$ cat config.mk
export PLATFORM = sky130hd
export DESIGN_NAME = serial_alu
export DESIGN_NICKNAME = d
export VERILOG_FILES = /design/src/rtl/serial_alu_pkg.sv /design/src/rtl/alu_slice.sv /design/src/rtl/serial_alu.sv
export SDC_FILE = /design/constraint.sdc
export NUM_CORES = 1
export LEC_CHECK = 0
export BUFFER_PORTS_ARGS = -buffer_cell sky130_fd_sc_hd__buf_2
export CORE_MARGIN = 1
export CORE_UTILIZATION = 49
export DETAILED_ROUTE_END_ITERATION = 6
export PLACE_DENSITY_LB_ADDON = 0.3
export SYNTH_ARGS = -nofsm -noshare
export SYNTH_HDL_FRONTEND = slang
export SYNTH_SLANG_ARGS = --single-unit
$ cat constraint.sdc
create_clock -name clk -period 2.57 [get_ports clk]
set_input_delay 0.1285 -clock clk [delete_from_list [all_inputs] [get_ports clk]]
set_output_delay 0.1285 -clock clk [all_outputs]
set_load 0.02 [all_outputs]
$ cat src/rtl/serial_alu_pkg.sv
// Shared opcodes, FSM states and opcode decode for the serial ALU.
package serial_alu_pkg;

  localparam logic [3:0] OP_AND = 4'b0000;
  localparam logic [3:0] OP_OR  = 4'b0001;
  localparam logic [3:0] OP_ADD = 4'b0010;
  localparam logic [3:0] OP_SUB = 4'b0110;
  localparam logic [3:0] OP_SLT = 4'b0111;
  localparam logic [3:0] OP_NOR = 4'b1100;

  // Slice output select
  localparam logic [1:0] SEL_AND  = 2'd0;
  localparam logic [1:0] SEL_OR   = 2'd1;
  localparam logic [1:0] SEL_SUM  = 2'd2;
  localparam logic [1:0] SEL_ZERO = 2'd3;

  typedef enum logic [1:0] {IDLE, RUN, DONE} state_e;

  typedef struct packed {
    logic       a_inv;
    logic       b_inv;
    logic       cin;
    logic [1:0] sel;
  } ctrl_t;

  function automatic ctrl_t decode_op(input logic [3:0] op);
    ctrl_t c;
    c.a_inv = 1'b0;
    c.b_inv = 1'b0;
    c.cin   = 1'b0;
    c.sel   = SEL_ZERO;
    case (op)
      OP_AND: c.sel = SEL_AND;
      OP_OR:  c.sel = SEL_OR;
      OP_ADD: c.sel = SEL_SUM;
      OP_SUB, OP_SLT: begin
        c.b_inv = 1'b1;
        c.cin   = 1'b1;
        c.sel   = SEL_SUM;
      end
      // NOR as AND of both inverted operands
      OP_NOR: begin
        c.a_inv = 1'b1;
        c.b_inv = 1'b1;
        c.sel   = SEL_AND;
      end
      default: c.sel = SEL_ZERO;
    endcase
    return c;
  endfunction

endpackage

$ cat src/rtl/alu_slice.sv
// Combinational SLICE-bit ALU slice: AND/OR/ripple-sum with optional operand inversion.
module alu_slice
  import serial_alu_pkg::*;
#(
  parameter int unsigned SLICE = 4
) (
  input  logic [SLICE-1:0] a,
  input  logic [SLICE-1:0] b,
  input  logic             a_inv,
  input  logic             b_inv,
  input  logic             cin,
  input  logic [1:0]       sel,
  output logic [SLICE-1:0] res,
  output logic             cout,
  output logic             msb_cin
);

  logic [SLICE-1:0] aa;
  logic [SLICE-1:0] bb;
  logic [SLICE-1:0] sum;
  logic [SLICE:0]   c;

  always_comb begin
    aa   = a ^ {SLICE{a_inv}};
    bb   = b ^ {SLICE{b_inv}};
    sum  = '0;
    c    = '0;
    c[0] = cin;
    for (int i = 0; i < SLICE; i++) begin
      sum[i]   = aa[i] ^ bb[i] ^ c[i];
      c[i + 1] = (aa[i] & bb[i]) | (c[i] & (aa[i] ^ bb[i]));
    end
  end

  always_comb begin
    res = '0;
    unique case (sel)
      SEL_AND:  res = aa & bb;
      SEL_OR:   res = aa | bb;
      SEL_SUM:  res = sum;
      SEL_ZERO: res = '0;
    endcase
  end

  assign cout    = c[SLICE];
  assign msb_cin = c[SLICE-1];

endmodule

$ cat src/rtl/serial_alu.sv
// Multi-cycle ALU processing WIDTH bits as WIDTH/SLICE LSB-first slices (requires WIDTH > SLICE).
// Define SERIAL_ALU_FLAGS_EN to drive the zero/overflow flags; otherwise they are tied low.
module serial_alu
  import serial_alu_pkg::*;
#(
  parameter int unsigned WIDTH = 32,
  parameter int unsigned SLICE = 4
) (
  input  logic             clk,
  input  logic             rst,
  input  logic             start,
  input  logic [3:0]       ALU_control,
  input  logic [WIDTH-1:0] src1,
  input  logic [WIDTH-1:0] src2,
  output logic             busy,
  output logic             done,
  output logic [WIDTH-1:0] result,
  output logic             zero,
  output logic             overflow
);

  localparam int unsigned K  = WIDTH / SLICE;
  localparam int unsigned CW = (K > 1) ? $clog2(K) : 1;

  state_e           state_q, state_d;
  logic [CW-1:0]    cnt_q;
  logic             carry_q;
  logic [WIDTH-1:0] a_q, b_q, result_q;
  logic [3:0]       op_q;
  logic             a_inv_q, b_inv_q;
  logic [1:0]       sel_q;

  ctrl_t            acc_ctrl;
  logic             accept, last, run;
  logic [SLICE-1:0] slice_res;
  logic             slice_cout, slice_msb_cin;
  logic             ovf;
  logic [WIDTH-1:0] shifted, final_res;

  assign acc_ctrl = decode_op(ALU_control);
  assign run      = (state_q == RUN);
  assign accept   = start && !run;
  assign last     = (cnt_q == CW'(K - 1));

  alu_slice #(.SLICE(SLICE)) u_slice (
    .a       (a_q[SLICE-1:0]),
    .b       (b_q[SLICE-1:0]),
    .a_inv   (a_inv_q),
    .b_inv   (b_inv_q),
    .cin     (carry_q),
    .sel     (sel_q),
    .res     (slice_res),
    .cout    (slice_cout),
    .msb_cin (slice_msb_cin)
  );

  always_comb begin
    state_d = state_q;
    unique case (state_q)
      IDLE:    if (start) state_d = RUN;
      RUN:     if (last) state_d = DONE;
      DONE:    state_d = start ? RUN : IDLE;
      default: state_d = IDLE;
    endcase
  end

  // Only meaningful on the final slice, where the slice MSB is the word MSB
  always_comb begin
    ovf       = slice_msb_cin ^ slice_cout;
    shifted   = {slice_res, result_q[WIDTH-1:SLICE]};
    final_res = shifted;
    if (op_q == OP_SLT) begin
      final_res = {{(WIDTH-1){1'b0}}, slice_res[SLICE-1] ^ ovf};
    end
  end

  always_ff @(posedge clk) begin
    if (rst) begin
      state_q  <= IDLE;
      cnt_q    <= '0;
      carry_q  <= 1'b0;
      a_q      <= '0;
      b_q      <= '0;
      op_q     <= OP_AND;
      a_inv_q  <= 1'b0;
      b_inv_q  <= 1'b0;
      sel_q    <= SEL_ZERO;
      result_q <= '0;
    end else begin
      state_q <= state_d;
      if (accept) begin
        a_q     <= src1;
        b_q     <= src2;
        op_q    <= ALU_control;
        a_inv_q <= acc_ctrl.a_inv;
        b_inv_q <= acc_ctrl.b_inv;
        sel_q   <= acc_ctrl.sel;
        carry_q <= acc_ctrl.cin;
        cnt_q   <= '0;
      end else if (run) begin
        a_q      <= a_q >> SLICE;
        b_q      <= b_q >> SLICE;
        carry_q  <= slice_cout;
        cnt_q    <= cnt_q + CW'(1);
        result_q <= last ? final_res : shifted;
      end
    end
  end

`ifdef SERIAL_ALU_FLAGS_EN
  logic zero_q, ovf_q;
  logic is_addsub;

  assign is_addsub = (op_q == OP_ADD) || (op_q == OP_SUB);

  always_ff @(posedge clk) begin
    if (rst) begin
      zero_q <= 1'b0;
      ovf_q  <= 1'b0;
    end else if (run && last) begin
      zero_q <= (final_res == '0);
      ovf_q  <= is_addsub & ovf;
    end
  end

  assign zero     = zero_q;
  assign overflow = ovf_q;
`else
  assign zero     = 1'b0;
  assign overflow = 1'b0;
`endif

  assign busy   = run;
  assign done   = (state_q == DONE);
  assign result = result_q;

endmodule

==> results of run 1 <==
-- cell usage in the layout (no fill, tap or decap), types with 10 or more instances in the layout --
cell | netlist | final
a211oi_1 | 57 | 57
a21oi_1 | 46 | 45
buf_2 | 24 | 102
buf_4 | 6 | 17
dfxtp_1 | 110 | 108
ha_1 | 10 | 10
inv_1 | 15 | 12
mux2i_1 | 64 | 64
nand2_1 | 45 | 45
nand3_1 | 29 | 29
nor2_1 | 77 | 77
-- synth_stat cells --
cell type and n:
and2_1 2, inv_2 1, a211o_1 1, dfxtp_1 110
nor2_1 77, nand3_1 29, a311oi_1 1, nor3b_1 2
buf_1 1, o32ai_2 1, nand4_1 1, o21ai_0 3
or2_1 1, a31oi_1 1, o211ai_1 4, nor3_1 1
fa_1 4, a211oi_1 57, xor2_1 7, and2_0 1
or3_1 1, xnor2_1 3, mux2i_1 64, a21oi_1 46
nand2_1 45, nand2b_1 7, conb_1 1, o22ai_1 1
inv_1 15, ha_1 10, buf_4 6, nor2b_1 2
buf_2 24, clkbuf_1 20, nand3b_1 3
-- per-layer routing --
layer	up-vias	routed length [um]	GRT usage
met5	-	0	0
met4	0	78	0.06044
met3	8	462	0.04172
met2	91	5160	0.3665
met1	1920	4748	0.2552
li1	2074	-	-
-- worst paths after layout --
path                                start        end  slack, ns
worst max register to register     a_q[0]  result[0]       -0.1
worst min-delay path             src1[31]    a_q[31]       0.03
worst max-delay path               a_q[0]  result[0]       -0.1
worst min register to register  result[2]  result[2]       0.46
-- critical path, delay by kind of cell, from the launching register on --
family | cells | cell delay (ns)
DFF | 1 | 0.35
xor gates and xnor gates | 2 | 0.33
adders and majority gates | 4 | 1.40
AOI/OAI and AO/OA | 2 | 0.22
buffers and inverters | 4 | 0.23
-- registers in the layout, summed over array words and instances, names as in the netlist --
name	cells
op_q	4
result	32
b_q	32
a_q	32
state_q	2
sel_q	2
cnt_q	3
carry_q	1
b_inv_q	1
a_inv_q	1
-- cell type report --
type / count / area, sq um / area share
clock buffer: 10 / 127.6 / 0.02204
clock inverter: 6 / 56.30 / 0.009726
inverter: 16 / 60.06 / 0.01037
multi-input combinational: 377 / 2456 / 0.4242
sequential: 110 / 2205 / 0.3808
tap: 133 / 166.4 / 0.02874
timing repair buffer: 126 / 718.2 / 0.1241
-- cell families (layout without fill, tap and decap cells) --
kind of cell    Yosys count  after routing  share of synthesized area
other cells               1              2                  0.0007603
xor+xnor                 10             10                    0.01776
mux                      64             64                     0.1299
flops                   110            110                     0.4465
simple gates            172            172                     0.1499
buf+inv                  67            158                    0.06164
compound gates          115            115                     0.1520
fa+ha+maj                14             14                    0.04160
-- power breakdown --
| part | internal, mW | total, mW | switching [mW] |
|---|---|---|---|
| Combinational | 0.236 | 0.537 | 0.300 |
| Clock | 0.371 | 0.984 | 0.612 |
| Sequential | 1.81 | 1.88 | 0.0649 |
| Total | 2.42 | 3.40 | 0.978 |
-- timing repair --
action / in CTS / in global routing
setup endpoints to repair: 2 / 2
pin swaps: 3 / 3
hold buffers: 6 / 0
endpoints found under the hold margin: 6 / 0
setup buffers: 1 / 1
resized for setup: 4 / 2
==> metrics, run 1 <==
status=complete, but fails checks; violated checks=setup timing; Synth area leader=dfxtp_1; fmax=375.0 MHz; H-tree levels=3; fin crit share=1.038; FILL cells=882; register area share after synthesis=0.4465; final setup margin=-0.09645 ns; post-route ant nets=0; Post-DP HPWL=roughly 7000 um; setup TNS=-0.1646 ns; Avg Vias per Cell=5.261; worst-case reg-to-reg path depth=12; Vias=roughly 4k; first-pass GRT wire length=17350 um; syn avg cell area=8.919 sq um; fin area=5789 sq um; synth top area cells=dfxtp_1, mux2i_1, a211oi_1, nor2_1, a21oi_1; die area=between 10000 and 15000 sq um; Crit path required time=2.78 ns; clk_lat worst skew=0.37 ns; Hold WS=0.02937 ns; CTS root buffer=clkbuf_8; gpl congestion=between 0.8 and 0.9; wire per inst=13.43 um; Slew Limit Fails=0; CP max FO=2; Worst Tran Pin Value=0.8323 ns; skew final=0.01528 ns; drt first-iter violations=152; non-filler cells, final=roughly 800; crit path kind=reg2reg; Layout Utilization=0.5923; CTS sink count=110; drt drc=0; initial antenna violation count=0; Pleak=2.593 nW; yosys warns=0; Place WS=-0.1267 ns; Remaining Overflow, GRT=0; peak supply drop=between 0.3 and 0.4 mV; PwrDens=about 590 nW/um^2; share of the synthesized area in the top cell type=0.4465; final hold violations=0; CP max stage delay=0.47 ns; fin nets=around 730; Worst-path clk slew=0.10 ns; worst rel slew slack=0.4451; CP Capture Type=register; largest net degree at the start of global routing=82; area grow syn2layout=17.38%; Syn Std Cell Area=~4900 sq um; DIE WIDTH=about 100 um; fin crit period=approximately 2.7 ns; HP Class=in2reg; RSZ-0062 raised after global routing=yes; critical path arrival=2.88 ns; Finish-stage setup viols=2; Critical-path top delay cell=fa_1; dpl cells=754; CP Cell Sequence=xnor2_2 -> inv_2 -> fa_2 -> fa_2 -> inv_2 -> fa_2 -> inv_2 -> fa_1 -> inv_1 -> o32ai_2 -> xnor2_1 -> o22ai_1; CP startpoint kind=register; # diodes=0; io pins=between 100 and 150; GRT Util Overall=0.2076; number of global-route vias before repair=3798; placed instance area=5522 sq um; port buffer count=approximately 100; Hold Path Cell Cnt=3; # rows=36; Syn Inst Count=around 550; die height=102.3 um; CTS tree=yes; Num CTS Buffers=9; Core Region=9774 sq um; share of layout cells above drive strength 1=0.2295; total power=3.397 mW; Clock Tree Buf Depth=2; WL final=10450 um; max cap viols=0; initial core utilization=0.5046; number of synthesized register bits=110; Unique masters post-synth=35; 1st-pass router iterations=4
No activity file was read; power rests on OpenSTA's default activity.
==> inputs of run 2 (changes only) <==
- CORE_ASPECT_RATIO: unset -> 0.9
- SKIP_LAST_GASP: unset -> 1
==> run 2 against run 1 <==
Net effect: the run still ends with setup timing left; cell area rose by 0.13%; sequential power hardly changed; register-to-register slack barely moved; global-route usage grew 0.32 points; utilization is 0.27 points higher; fmax up 0.33%; flip-flop and latch count unchanged; first-iteration DRC count increased by 58%; setup slack improved by 0.0088 ns.
==> metrics, run 2 (synthesis gave the netlist of run 1 again) <==
CP startpoint kind=register; WL final=10600 um (+1.4%); CTS sink count=110 (unchanged); non-filler cells, final=767 (-1.4%); post-route ant nets=0 (unchanged); fin crit period=2.658 ns (-0.008757 ns); port buffer count=104 (unchanged); die area=10470 sq um (about the same); clk_lat worst skew=0.38 ns (about the same); fmax=376.3 MHz (+0.33%); CP Capture Type=register; share of layout cells above drive strength 1=0.2200 (-0.009489); final hold violations=0 (unchanged); fin crit share=1.034 (-0.003407); Hold WS=0.02627 ns (-0.003103 ns); GRT Util Overall=0.2107 (+0.003151); total power=3.480 mW (+2.4%); FILL cells=857 (-2.8%); area grow syn2layout=17.53%; CTS root buffer=clkbuf_8; drt first-iter violations=240 (+58%); RSZ-0062 raised after global routing=yes; Slew Limit Fails=0 (unchanged); worst rel slew slack=0.5504 (+0.1053); # rows=34 (-5.6%); largest net degree at the start of global routing=116 (+41%); initial antenna violation count=0 (unchanged); Core Region=9742 sq um (-0.33%); skew final=0.01450 ns (-0.0007839 ns); Remaining Overflow, GRT=0 (unchanged); PwrDens=600.3 nW/um^2 (+2.3%); Worst Tran Pin Value=0.6744 ns (-0.1579 ns); Vias=4112 (+0.46%); most common cell after layout, fill and taps aside=dfxtp_1; Avg Vias per Cell=5.361 (+1.9%); crit path kind=reg2reg; gpl congestion=0.7997 (-1.8%); commonest cells after routing, fill and taps aside=dfxtp_1, buf_2, nor2_1; Hold Path Cell Cnt=3 (unchanged); CP max FO=2 (unchanged); number of global-route vias before repair=3915 (+3.1%); final setup margin=-0.08770 ns (+0.008757 ns); die height=97.18 um (-5.0%); Post-DP HPWL=6996 um (-0.11%); DIE WIDTH=107.8 um (+5.3%); worst-case reg-to-reg path depth=12 (unchanged); fin nets=722 (-0.41%); Clock Tree Buf Depth=2 (unchanged); Num CTS Buffers=9 (unchanged); first-pass GRT wire length=17740 um (+2.2%); Worst-path clk slew=0.10 ns (about the same); HP Class=in2reg; dpl cells=743 (-1.5%); io pins=107 (unchanged); drt drc=0 (unchanged); H-tree levels=3 (unchanged); wire per inst=13.81 um (+2.9%); CTS tree=yes; # diodes=0 (unchanged); 1st-pass router iterations=4 (unchanged); critical path arrival=2.90 ns (+0.02 ns); Crit path required time=2.81 ns (+0.03 ns); Pleak=2.584 nW (-0.36%); setup TNS=-0.1027 ns (+0.06193 ns); max cap viols=0 (unchanged); initial core utilization=0.5063 (+0.001685); violated checks=setup timing; status=complete, but fails checks; peak supply drop=0.4250 mV (+34%); Finish-stage setup viols=2 (unchanged)
==> run 2: per-layer routing <==
layer / track usage / share of wire / up-vias
met5: 0 / 0 / -
met4: 0.07482 / 0.018 / 0
met3: 0.06372 / 0.059 / 16
met2: 0.3412 / 0.48 / 100
met1: 0.2636 / 0.45 / 1933
li1: - / - / 2063
==> run 2: final timing paths <==
check	startpoint	to	slack, ns
setup / recovery	a_inv_q	result[0]	-0.09
hold / removal	ALU_control[1]	op_q[1]	0.03
setup reg to reg	a_inv_q	result[0]	-0.09
hold reg to reg	result[3]	result[3]	0.45
==> run 2: report_power, final <==
part	leakage, nW	total, mW	internal (mW)	switching [mW]
Combinational	1.59	0.542	0.237	0.305
Sequential	0.903	1.88	1.81	0.0656
Clock	0.0948	1.06	0.474	0.587
Total	2.58	3.48	2.52	0.958
==> run 2: worst max-delay path, stage by stage, from the launching register on <==
cell     delay (ns)
dfxtp_2        0.35
xnor2_2        0.18
inv_2          0.07
fa_2           0.37
fa_2           0.34
inv_2          0.06
fa_2           0.20
inv_2          0.04
fa_1           0.50
inv_2          0.05
o32ai_4        0.10
xnor2_1        0.15
o22ai_1        0.10
==> run 2: cell type report <==
type	instances	area, sq um	area share
Multi-Input combinational cell	377	2464	0.4250
Sequential cell	110	2203	0.3801
Timing Repair Buffer	123	715.7	0.1235
Tap cell	126	157.7	0.02720
Clock buffer	10	137.6	0.02374
Inverter	16	60.06	0.01036
Clock inverter	5	58.81	0.01014
==> run 2: what timing repair did <==
item | CTS | global route
gates resized for setup | 4 | 2
buffers inserted | 0 | 0
hold endpoints to repair | 9 | 0
pin swaps | 3 | 1
endpoints found under the setup margin | 2 | 2
hold buffers | 9 | 0
==> run 2: through the flow <==
stage	setup slack (ns)	utilization	cell area, sq um
global placement	-0.06507	0.5641	5495
CTS	-0.1160	0.5939	5786
finish	-0.08770	0.5950	5797
global route	-0.1688	0.5950	5797
detailed placement	-0.1567	0.5641	5495
floorplan	-0.08149	-	4954
==> inputs of run 3 (changes only) <==
- TNS_END_PERCENT: unset -> 20
==> run 3 against run 2 <==
Net effect: the run still ends with setup timing left; register-to-register slack about the same; non-clock buffer count unchanged; flip-flop and latch count unchanged; global-route usage about the same; fmax down 0.49%; routed wire length up 0.11%; sequential power about the same; via count down 0.63%; total power down 0.12%; critical endpoint unchanged.
==> metrics, run 3 (synthesis gave the netlist of run 1 again) <==
status=complete, but fails checks; violated checks=setup timing; fin crit period=2.671 ns (+0.01321 ns); Internal=2.521 mW (about the same); drt first-iter violations=226 (-5.8%); RSZ-0062 raised after global routing=yes; placed instance area=5495 sq um (unchanged); H-tree levels=3 (unchanged); Multi-input gate area=2464 sq um (unchanged); CTS root buffer=clkbuf_8; CTS sink count=110 (unchanged); skew final=0.01285 ns (-0.001644 ns); Slew Limit Fails=0 (unchanged); total power=3.476 mW (-0.12%); fin area=5798 sq um (about the same); clk_lat worst skew=0.38 ns (about the same); io pins=107 (unchanged); Crit path required time=2.81 ns (about the same); CP max FO=2 (unchanged); sequential share of power=0.540 (about the same); # rows=34 (unchanged); HP Class=in2reg; port buffer count=104 (unchanged); Worst-path clk slew=0.11 ns (about the same); die height=97.18 um (unchanged); fmax=374.4 MHz (-0.49%); max cap viols=0 (unchanged); met1 wire length=4711 um (-0.57%); initial core utilization=0.5063 (unchanged); Pleak=2.587 nW (+0.12%); fin crit share=1.039 (+0.005141); 1st-pass router iterations=4 (unchanged); final hold violations=0 (unchanged); combinational power share=0.155 (about the same); Finish-stage setup viols=2 (unchanged); Post-DP HPWL=6996 um (unchanged); number of global-route vias before repair=3915 (unchanged); area grow syn2layout=17.55% (about the same); DIE WIDTH=107.8 um (unchanged); most common cell after layout, fill and taps aside=dfxtp_1; commonest cells after routing, fill and taps aside=dfxtp_1, buf_2, nor2_1; non-filler cells, final=767 (unchanged); worst rel slew slack=0.5524 (+0.002049); CTS tree=yes; setup bufs post-CTS=0 (unchanged); Num CTS Buffers=9 (unchanged); Core Region=9742 sq um (unchanged); dpl cells=743 (unchanged); met3 wire length=657 um (+4.3%); PwrDens=599.5 nW/um^2 (-0.15%); share of layout cells above drive strength 1=0.2184 (-0.001560); first-pass GRT wire length=17750 um (about the same); Worst Tran Pin Value=0.6713 ns (-0.003074 ns); # diodes=0 (unchanged); Sw Pwr=0.9543 mW (-0.36%); crit path kind=reg2reg; Avg Vias per Cell=5.327 (-0.63%); critical path arrival=2.91 ns (about the same); WL final=10610 um (+0.11%); CP startpoint kind=register; post-route ant nets=0 (unchanged); GRT Util Overall=0.2108 (about the same); largest net degree at the start of global routing=116 (unchanged); initial antenna violation count=0 (unchanged); FILL cells=857 (unchanged); length of routed met2 wiring=5053 um (+0.26%); drt drc=0 (unchanged); Clock Tree Buf Depth=2 (unchanged); gpl congestion=0.7997 (unchanged); Hold WS=0.02537 ns (-0.0008989 ns); die area=10470 sq um (unchanged); area occupied by registers=2205 sq um (about the same); wire per inst=13.83 um (+0.11%); Remaining Overflow, GRT=0 (unchanged); Layout Utilization=0.5952 (about the same); clock share of power=0.305 (about the same); Max Used Layer=met4; Vias=4086 (-0.63%); peak supply drop=0.4211 mV (-0.90%); fin nets=722 (unchanged); final setup margin=-0.1009 ns (-0.01321 ns); net switching fraction of the power=0.2746 (-0.0006433); CP Capture Type=register
## run 3: per-layer routing
layer | GRT usage | vias up
met5 | 0 | -
met4 | 0.07482 | 0
met3 | 0.06372 | 16
met2 | 0.3412 | 105
met1 | 0.2640 | 1900
li1 | - | 2065
## run 3: cell type report
class | count | area share
tap | 126 | 0.02719
clock inverter | 5 | 0.01014
inverter | 16 | 0.01036
multi-input combinational | 377 | 0.4249
clock buffer | 10 | 0.02374
timing repair buffer | 123 | 0.1234
sequential | 110 | 0.3802
## run 3: path summary, 6_finish.rpt
kind / endpoint / slack (ns) / depth (start not counted) / from
worst min-delay path: op_q[1] / 0.03 / 3 / ALU_control[1]
worst min register to register: result[3] / 0.45 / 2 / result[3]
worst max-delay path: result[0] / -0.10 / 12 / a_q[0]
worst max register to register: result[0] / -0.10 / 12 / a_q[0]
## run 3: power groups by stage
stage / Combinational, mW / Sequential, mW / Clock, mW
after floorplan: 0.392 / 1.90 / 0
after global placement: 0.502 / 1.91 / 0
after detailed placement: 0.521 / 1.91 / 0
after CTS: 0.535 / 1.88 / 1.10
after global routing: 0.605 / 1.89 / 1.16
final: 0.539 / 1.88 / 1.06
## run 3: worst max-delay path, cell delays in order (launching register included)
cell and delay (ns):
dfxtp_2 0.35, xnor2_2 0.17, inv_2 0.07, fa_2 0.37
fa_2 0.34, inv_2 0.06, fa_2 0.19, inv_1 0.06
fa_1 0.49, inv_1 0.06, o32ai_4 0.11, xnor2_1 0.15
o22ai_1 0.10
## run 3: what timing repair did
action,CTS,global route
gates resized for setup,1,4
setup endpoints to repair,2,2
gates cloned,0,0
endpoints found under the hold margin,9,0
hold buffers,9,0
pin swaps,2,2
## run 3: through the flow
| stage | TNS [ns] | setup WS (ns) |
|---|---|---|
| 6_report | -0.1319 | -0.1009 |
| 5_1_grt | -0.3016 | -0.1918 |
| 4_1_cts | -0.2534 | -0.1694 |
| 3_5_place_dp | -0.2233 | -0.1567 |
| 3_3_place_gp | -0.06507 | -0.06507 |
| 2_1_floorplan | -0.08149 | -0.08149 |
